**config.mk**
```make
export PLATFORM = sky130hd
export DESIGN_NAME = dct_block_scheduler
export DESIGN_NICKNAME = d
export VERILOG_FILES = /design/src/rtl/dct_pkg.sv /design/src/rtl/rr_arbiter.sv /design/src/rtl/dct_block_scheduler.sv
export SDC_FILE = /design/constraint.sdc
export NUM_CORES = 1
export LEC_CHECK = 0
export ABC_CLOCK_PERIOD_IN_PS = 2000
export CORE_UTILIZATION = 38
export CTS_CLUSTER_DIAMETER = 60
export DETAILED_ROUTE_END_ITERATION = 6
export PLACE_DENSITY = 0.76
export SYNTH_ARGS = -nofsm -noshare
export SYNTH_HDL_FRONTEND = slang
export SYNTH_HIERARCHICAL = 1
export SYNTH_SLANG_ARGS = --single-unit
```
**constraint.sdc**
```tcl
create_clock -name clk_i -period 2 [get_ports clk_i]
set_input_delay 0.5 -clock clk_i [delete_from_list [all_inputs] [get_ports clk_i]]
set_output_delay 0.5 -clock clk_i [all_outputs]
set_load 0.005 [all_outputs]
```
**src/rtl/dct_pkg.sv**
```systemverilog
// Shared types and constants for the DCT front end: block size and the
// state encoding of the block scheduler.
package dct_pkg;

   localparam int DCT_BLOCK_BEATS = 64;

   typedef enum logic {
      IDLE  = 1'b0,
      GRANT = 1'b1
   } dct_sched_state_t;

endpackage

```
**src/rtl/rr_arbiter.sv**
```systemverilog
// Combinational round-robin arbiter: the search starts at last+1 and wraps,
// returning a one-hot grant and the matching index.
module rr_arbiter #(
   parameter  int N  = 3,
   localparam int IW = (N > 1) ? $clog2(N) : 1
) (
   input  logic [N-1:0]  req,
   input  logic [IW-1:0] last,
   output logic [N-1:0]  gnt,
   output logic [IW-1:0] idx
);

   logic found;

   // NOTE: every output of a combinational block gets a default first, so no path leaves it unassigned and no latch is inferred.
   always_comb begin
      gnt   = '0;
      idx   = '0;
      found = 1'b0;
      for (int i = 1; i <= N; i++) begin
         for (int j = 0; j < N; j++) begin
            if (!found && req[j] && (j == (int'(last) + i) % N)) begin
               found  = 1'b1;
               gnt[j] = 1'b1;
               idx    = IW'(j);
            end
         end
      end
   end

endmodule

```
**src/rtl/dct_block_scheduler.sv**
```systemverilog
// Shares one dct_2d among N_REQ block requesters, one 8x8 block per grant, with
// in-flight blocks bounded by credits. Define DCT_SCHED_STATS_EN for per-requester block counters.
module dct_block_scheduler
   import dct_pkg::*;
#(
   parameter  int PX_WIDTH     = 8,
   parameter  int N_REQ        = 3,
   parameter  int BLOCK_BEATS  = DCT_BLOCK_BEATS,
   parameter  int MAX_INFLIGHT = 2,
   localparam int TID_W        = $clog2(N_REQ)
) (
   input  logic                      clk_i,
   input  logic                      rst_i,
   input  logic [N_REQ*PX_WIDTH-1:0] req_tdata_i,
   input  logic [N_REQ-1:0]          req_tvalid_i,
   output logic [N_REQ-1:0]          req_tready_o,
   output logic [PX_WIDTH-1:0]       dct_tdata_o,
   output logic                      dct_tvalid_o,
   input  logic                      dct_tready_i,
   output logic                      dct_tuser_o,
   output logic                      dct_tlast_o,
   output logic [TID_W-1:0]          dct_tid_o,
   input  logic                      blk_done_i,
   output logic [N_REQ-1:0]          grant_o,
   output logic                      credit_err_o
`ifdef DCT_SCHED_STATS_EN
   ,
   output logic [N_REQ*16-1:0]       blk_cnt_o
`endif
);

   localparam int CRED_W = $clog2(MAX_INFLIGHT + 1);
   localparam int BEAT_W = (BLOCK_BEATS > 2) ? $clog2(BLOCK_BEATS) : 1;
   localparam logic [CRED_W-1:0] CRED_MAX  = CRED_W'(MAX_INFLIGHT);
   localparam logic [BEAT_W-1:0] BEAT_LAST = BEAT_W'(BLOCK_BEATS - 1);
   localparam logic [TID_W-1:0]  LAST_RST  = TID_W'(N_REQ - 1);

   dct_sched_state_t  state_q, state_d;
   logic [N_REQ-1:0]  grant_q, grant_d, arb_gnt;
   logic [TID_W-1:0]  gidx_q, gidx_d, last_q, last_d, arb_idx;
   logic [CRED_W-1:0] credit_q, credit_d;
   logic [BEAT_W-1:0] beat_q, beat_d;
   logic              err_q, err_d;
   logic              take, hs;

   rr_arbiter #(.N(N_REQ)) u_arb (
      .req  (req_tvalid_i),
      .last (last_q),
      .gnt  (arb_gnt),
      .idx  (arb_idx)
   );

   // Datapath is a pure mux of the granted requester; framing comes from beat_q.
   always_comb begin
      dct_tvalid_o = 1'b0;
      dct_tdata_o  = '0;
      dct_tuser_o  = 1'b0;
      dct_tlast_o  = 1'b0;
      dct_tid_o    = '0;
      req_tready_o = '0;
      if (state_q == GRANT) begin
         for (int k = 0; k < N_REQ; k++) begin
            if (gidx_q == TID_W'(k)) begin
               dct_tvalid_o = req_tvalid_i[k];
               dct_tdata_o  = req_tdata_i[k*PX_WIDTH +: PX_WIDTH];
            end
         end
         req_tready_o = grant_q & {N_REQ{dct_tready_i}};
         dct_tuser_o  = (beat_q == '0);
         dct_tlast_o  = (beat_q == BEAT_LAST);
         dct_tid_o    = gidx_q;
      end
   end

   assign hs           = dct_tvalid_o && dct_tready_i;
   assign grant_o      = grant_q;
   assign credit_err_o = err_q;

   always_comb begin
      state_d  = state_q;
      grant_d  = grant_q;
      gidx_d   = gidx_q;
      last_d   = last_q;
      beat_d   = beat_q;
      credit_d = credit_q;
      err_d    = err_q;
      take     = 1'b0;
      case (state_q)
         IDLE: begin
            if ((credit_q != '0) && (|req_tvalid_i)) begin
               take    = 1'b1;
               state_d = GRANT;
               grant_d = arb_gnt;
               gidx_d  = arb_idx;
               last_d  = arb_idx;
               beat_d  = '0;
            end
         end
         GRANT: begin
            if (hs) begin
               beat_d = beat_q + 1'b1;
               if (dct_tlast_o) begin
                  state_d = IDLE;
                  grant_d = '0;
               end
            end
         end
         default: state_d = IDLE;
      endcase
      // A grant and a returned credit in the same cycle cancel out.
      if (take && !blk_done_i) begin
         credit_d = credit_q - 1'b1;
      end else if (!take && blk_done_i) begin
         if (credit_q == CRED_MAX) err_d = 1'b1;
         else                      credit_d = credit_q + 1'b1;
      end
   end

   // NOTE: sequential state uses non-blocking assignments so every flop samples pre-edge values.
   always_ff @(posedge clk_i) begin
      if (rst_i) begin
         state_q  <= IDLE;
         grant_q  <= '0;
         gidx_q   <= '0;
         last_q   <= LAST_RST;
         beat_q   <= '0;
         credit_q <= CRED_MAX;
         err_q    <= 1'b0;
      end else begin
         state_q  <= state_d;
         grant_q  <= grant_d;
         gidx_q   <= gidx_d;
         last_q   <= last_d;
         beat_q   <= beat_d;
         credit_q <= credit_d;
         err_q    <= err_d;
      end
   end

`ifdef DCT_SCHED_STATS_EN
   logic [N_REQ*16-1:0] blk_cnt_q, blk_cnt_d;

   always_comb begin
      blk_cnt_d = blk_cnt_q;
      for (int k = 0; k < N_REQ; k++) begin
         if (hs && dct_tlast_o && (gidx_q == TID_W'(k))) begin
            blk_cnt_d[k*16 +: 16] = blk_cnt_q[k*16 +: 16] + 16'd1;
         end
      end
   end

   always_ff @(posedge clk_i) begin
      if (rst_i) blk_cnt_q <= '0;
      else       blk_cnt_q <= blk_cnt_d;
   end

   assign blk_cnt_o = blk_cnt_q;
`endif

endmodule

```
-- Yosys cells after proc, flatten, opt, wreduce, memory -nomap -nowiden
Index checks and enable logic that the tools add are counted.
- input port bits: 31
- logic and storage cells: 128
- register bits after elaboration: 17
- output and inout port bits: 20
- $add $sub $neg: 6
- divide/modulo/power cells: 3
- eq/ne operators: 14
- reduce and logical (&&, ||, !) cells: 44
- bitwise gates (word level): 3
- muxes and demuxes: 51
- operator list (cell ; count):
    2-bit by 32-bit equality test with 1-bit output, first input constant ; 3
    3-bit by 32-bit equality test with 1-bit output, first input constant ; 3
    32-bit zero test ; 3
    32-bit by 3-bit modulo with 32-bit output, second input constant ; 3
    8-bit 2-to-1 mux ; 4
    1-bit 2-to-1 mux ; 27
    2-bit 2-to-1 mux ; 11
    1-bit logical AND ; 21
    3-bit 2-to-1 mux ; 4
    6-bit 2-to-1 mux ; 2
    6-bit one-hot mux with 2 select lines ; 1
    1-bit zero test ; 10
    2-bit by 2-bit adder with 3-bit output, second input constant ; 2
    6-bit by 1-bit adder with 6-bit output, second input constant ; 1
    6-bit equality test, second input constant ; 1
    6-bit zero test ; 1
    2-bit inequality test, second input constant ; 3
    3-bit one-hot mux with 2 select lines ; 1
    2-bit AND reduction ; 3
    3-bit AND reduction ; 2
    2-bit equality test, second input constant ; 2
    2-bit nonzero test ; 2
    2-bit by 1-bit adder with 3-bit output, second input constant ; 1
    3-bit bitwise AND ; 1
    other kinds (8) ; 9

-- Depth between registers and ports, before layout
- word-level depth: 39
- mapped depth: 8
- mapped depth without buffers: 8

-- Modules after synthesis
The synthesis kept the hierarchy.
- by module, submodules not included (module ; seq. area each (um^2) ; instances ; cells an instance ; area each (um^2)):
    dct_block_scheduler ; 320.3 ; 1 ; 139 ; 1052.3
    rr_arbiter ; 0.0 ; 1 ; 18 ; 126.4

-- Least setup slack after synthesis
Ideal clock, no wire load.
- path type: input -> register
- from: input port req_tvalid_i[2]
- to: register credit_q[1]
- data required time: 1873 ps
- slack: -101 ps
- stages: 7
- library setup time: 127 ps
- path buffers: 0
- data arrival time: 1974 ps
- cells stage by stage: or3_1 -> nand2_1 -> inv_2 -> ha_1 -> xnor2_1 -> o21ai_0 -> or3b_1
- cells in the longest elaborated chain, start to end: 8
- elaborated cells on any way between the ends: 11
- those cells by class: 1 x eq/ne; 3 x mux; 7 x reduce/logical
- RTL lines (element ; RTL line ; source):
    start, declared ; dct_block_scheduler.sv:15 ; input logic [N_REQ-1:0] req_tvalid_i,
    3-bit OR reduction * ; dct_block_scheduler.sv:90 ; if ((credit_q != '0) && (|req_tvalid_i)) begin
    1-bit logical AND * ; dct_block_scheduler.sv:90 ;
    1-bit 2-to-1 mux * ; dct_block_scheduler.sv:90 ;
    1-bit 2-to-1 mux * ; dct_block_scheduler.sv:88 ; case (state_q)
    1-bit zero test ; dct_block_scheduler.sv:113 ; end else if (!take && blk_done_i) begin
    1-bit logical AND ; dct_block_scheduler.sv:113 ;
    2-bit nonzero test (no line) ; -- ;
    2-bit AND reduction (no line) ; -- ;
    end signal, assigned ; dct_block_scheduler.sv:135 ; credit_q <= credit_d;
    end, declared ; dct_block_scheduler.sv:41 ; logic [CRED_W-1:0] credit_q, credit_d;
Mark *: on every way between the ends. The rest lies on a longest branch, timed or not.
A chain may end at the register's enable or synchronous reset.

-- Worst setup path after layout
- from: input port req_tdata_i[16]
- to: output port dct_tdata_o[0]
- cells in the longest elaborated chain, start to end: 2
- RTL lines (element ; RTL line ; source):
    start, declared ; dct_block_scheduler.sv:14 ; input logic [N_REQ*PX_WIDTH-1:0] req_tdata_i,
    8-bit 2-to-1 mux ; dct_block_scheduler.sv:63 ; if (gidx_q == TID_W'(k)) begin
    8-bit 2-to-1 mux ; dct_block_scheduler.sv:61 ; if (state_q == GRANT) begin
    end, declared ; dct_block_scheduler.sv:17 ; output logic [PX_WIDTH-1:0] dct_tdata_o,
No other way between the ends.

==> flow_summary_export.csv <==
group,metric,value,unit
run_status,status,"complete, but fails checks",
run_status,violations,"design-rule violations, negative setup slack",
floorplan,rows,19,
power_and_ir_drop,p_per_area,667,nW/um2
worst_setup_path,endpoint_kind,"output pin",
worst_setup_path,crit_slowest_cell,"clkdlybuf4s50_1",
worst_setup_path,reg2reg_depth,7,
clock_tree,htree_levels,1,
detailed_routing,detail-route-antenna-nets,0,
floorplan,start_util,0.413,
worst_setup_path,crit_path_end,"dct_tdata_o[0]",
detailed_routing,finalWirelength,3.99,mm
worst_hold_path,holdPathStages,2,
synthesis,ys_types,39,
floorplan,ios,51,
cells_and_area,drive_gt1_frac,0.239,
synthesis,ys_seq_area_frac,0.272,
worst_setup_path,cp_top_family,"buffers and inverters",
worst_setup_path,path_max_fanout,1,
place,io_buffer_count,50,
detailed_routing,firstDrtPassIters,6,
clock_tree,numCtsBuffers,3,
worst_hold_path,worstHoldStart,"credit_err_o$_SDFFE_PP0P_",
detailed_routing,num_vias,1426,
synthesis,synth_edf_count,0,
place,gp_congestion,0.831,
worst_setup_path,critPathRequiredTime,1.50,ns
synthesis,syn_area,1180,um2
detailed_routing,first_iter_violations,56,
global_routing,grt_start_max_net_pins,12,
clock_tree,cts_hold_buf,0,
synthesis,synth-seq-cells,16,
detailed_routing,route.detailed.wl_per_inst,15.5,um
power_and_ir_drop,fin_total_pwr,1.28,mW
worst_setup_path,crit_buf_inv,2,
timing,worst_pin_slew,0.434,ns
synthesis,synth.avg_cell_area,7.51,um2
synthesis,ys.flop_type,"dfxtp_1",
clock_tree,post-cts-setup-buffer-count,0,
global_routing,grt_pass1_vias,1353,
cells_and_area,diodes,0,
floorplan,die_y,57.7,um
worst_setup_path,r2r_slack,0.08,ns
timing,hold_viol,0,
timing,fin_crit_sh,1.00,
global_routing,grt_first_pass_wirelength,6.27,mm
clock_tree,cts_tree,"built",
global_routing,grt-ovfl-total,0,
synthesis,yosysWarnings,6,
floorplan,core_area,2850,um2
floorplan,die_w,57.7,um
timing,max_slew_margin,0.710,
synthesis,synth-async-reset-ratio,0,
cells_and_area,final_util,0.675,
worst_setup_path,r2r_start,"gidx_q[0]$_SDFFE_PP0P_",
global_routing,grtUsageTotal,0.245,
clock_tree,clockBufferDepth,2,
timing,rsz0062_at_grt,"true",
worst_setup_path,startpoint,"req_tdata_i[16]",
global_routing,grt_antenna_before_repair,0,
timing,setup_ws,-0.00417,ns
place,dpl.cell_count,252,
detailed_routing,viasPerCell,5.55,
flow_run,drv_cap,0,
worst_setup_path,cp.depth,6,
timing,slew_viol_final,0,
worst_setup_path,path_common_cell,"nor2_1",
floorplan,die_area,3330,um2
power_and_ir_drop,ir_drop,351,uV
clock_tree,cts.sinks,16,
timing,tns,-0.00417,ns
clock_tree,clk_latency,0.30,ns
cells_and_area,nNetsFinal,264,
place,hpwl,3.01,mm
worst_setup_path,start_kind,"primary input",
clock_tree,path_clk_slew,0.09,ns
detailed_routing,drc,1,
timing,fin_skew,0.0151,ns
worst_setup_path,cp.arrival,1.50,ns
timing,fmax,499,MHz
synthesis,netlist_instances,157,
worst_setup_path,max_stage_delay,0.45,ns
cells_and_area,areaGrowthSynthToFinish,63.4,%
worst_setup_path,path_cells,"clkdlybuf4s50_1 -> mux2i_1 -> nor2_1 -> a21oi_2 -> nor2_1 -> clkdlybuf4s15_1",
clock_tree,cts-root-buf,"clkbuf_4",
worst_setup_path,path_class,"primary input to output pin",
synthesis,syn_nets,194,
cells_and_area,fin_cells,257,
worst_hold_path,hold_class,"register to register",
worst_setup_path,timing.rr.end,"gidx_q[1]$_SDFFE_PP0P_",
power_and_ir_drop,p_leak,0.787,nW
timing,min_period,2.00,ns
timing,setup_viol,1,
==> per-layer routing <==
| layer | up-vias | wire (um) | global-route usage |
|---|---|---|---|
| met5 | - | 0 | 0 |
| met4 | 0 | 89 | 0.105 |
| met3 | 10 | 195 | 0.0469 |
| met2 | 41 | 1940 | 0.385 |
| met1 | 663 | 1770 | 0.329 |
| li1 | 712 | - | - |
==> layout by cell type (no fill, tap or decap), types with 8 or more instances in the layout <==
cell and count:
clkdlybuf4s50_1 34, nor2_1 21, buf_4 20, a21oi_1 16
inv_1 11, dfxtp_1 11, mux2i_1 9, nand2_1 8
clkbuf_2 8
==> synth_stat cells (3+ instances only) <==
master | instances | area (um2)
a21oi_1 | 17 | 85.1
a31oi_1 | 3 | 18.8
a32oi_1 | 3 | 26.3
and2_1 | 4 | 25.0
and3_1 | 5 | 31.3
clkbuf_1 | 5 | 18.8
dfxtp_1 | 16 | 320
ha_1 | 6 | 75.1
inv_1 | 11 | 41.3
mux2i_1 | 10 | 100
nand2_1 | 9 | 33.8
nand2b_1 | 3 | 18.8
nand3_1 | 4 | 20.0
nor2_1 | 21 | 78.8
nor3_1 | 3 | 15.0
o211ai_1 | 4 | 30.0
o21a_1 | 4 | 30.0
==> logic make-up (layout without fill, tap and decap cells) <==
| kind of cell | after synthesis | in the layout | share of synthesized area |
|---|---|---|---|
| XOR/XNOR | 1 | 1 | 0.00743 |
| multiplexers | 10 | 10 | 0.0849 |
| AO/OA/AOI/OAI | 45 | 45 | 0.253 |
| flip-flops | 16 | 16 | 0.272 |
| AND/OR/NAND/NOR | 60 | 60 | 0.257 |
| adder cells (fa/ha/maj) | 6 | 6 | 0.0637 |
| buffers and inverters | 19 | 88 | 0.0626 |
==> worst register-to-register path: cells and delay by family, from the launching register on <==
family,cells,cell delay (ns)
AOI/OAI and AO/OA,2,0.64
buffers and inverters,2,0.17
DFF,1,0.36
adders and majority gates,1,0.34
and+or+nand+nor,2,0.34
==> worst min path at each step <==
stage,endpoint,slack (ns)
finish,credit_err_o$_SDFFE_PP0P_,0.48
global route,credit_err_o$_SDFFE_PP0P_,0.50
CTS,credit_err_o$_SDFFE_PP0P_,0.49
detailed placement,credit_err_o$_SDFFE_PP0P_,0.46
global placement,credit_err_o$_SDFFE_PP0P_,0.46
floorplan,beat_q[5]$_SDFFE_PP0P_,0.46
==> through the flow <==
stage	hold WS [ns]	cell area, um2	setup WS (ns)
global placement	0.456	1870	-0.410
finish	0.480	1930	-0.00417
detailed placement	0.464	1870	-0.416
floorplan	0.456	1190	0.0186
global route	0.503	1930	-0.0830
CTS	0.488	1910	0.000537
==> registers in the layout, indices dropped and copies added, names as in the netlist <==
| register | count |
|---|---|
| last_q | 1 |
| gidx_q | 2 |
| credit_q | 2 |
| state_q | 1 |
| beat_q | 6 |
| grant_o | 3 |
| credit_err_o | 1 |
==> layout make-up <==
class / instances / area [um2]
fillers: 240 / 927
multi-input cells: 122 / 828
repair buffers: 72 / 648
flip-flops and latches: 16 / 329
inverters: 12 / 45.0
well taps: 31 / 38.8
clock buffers: 4 / 36.3
==> timing repair <==
| item | in CTS | in global routing |
|---|---|---|
| gates resized for setup | 32 | 20 |
| gates cloned | 0 | 1 |
| pin swaps | 1 | 2 |
| setup endpoints to repair | 17 | 18 |
==> power by group <==
part           internal (mW)  switching [mW]  leakage [nW]
Combinational          0.338           0.314         0.633
Clock                  0.111           0.118        0.0210
Sequential             0.361          0.0424         0.133
Power figures use the tool's default switching activity.
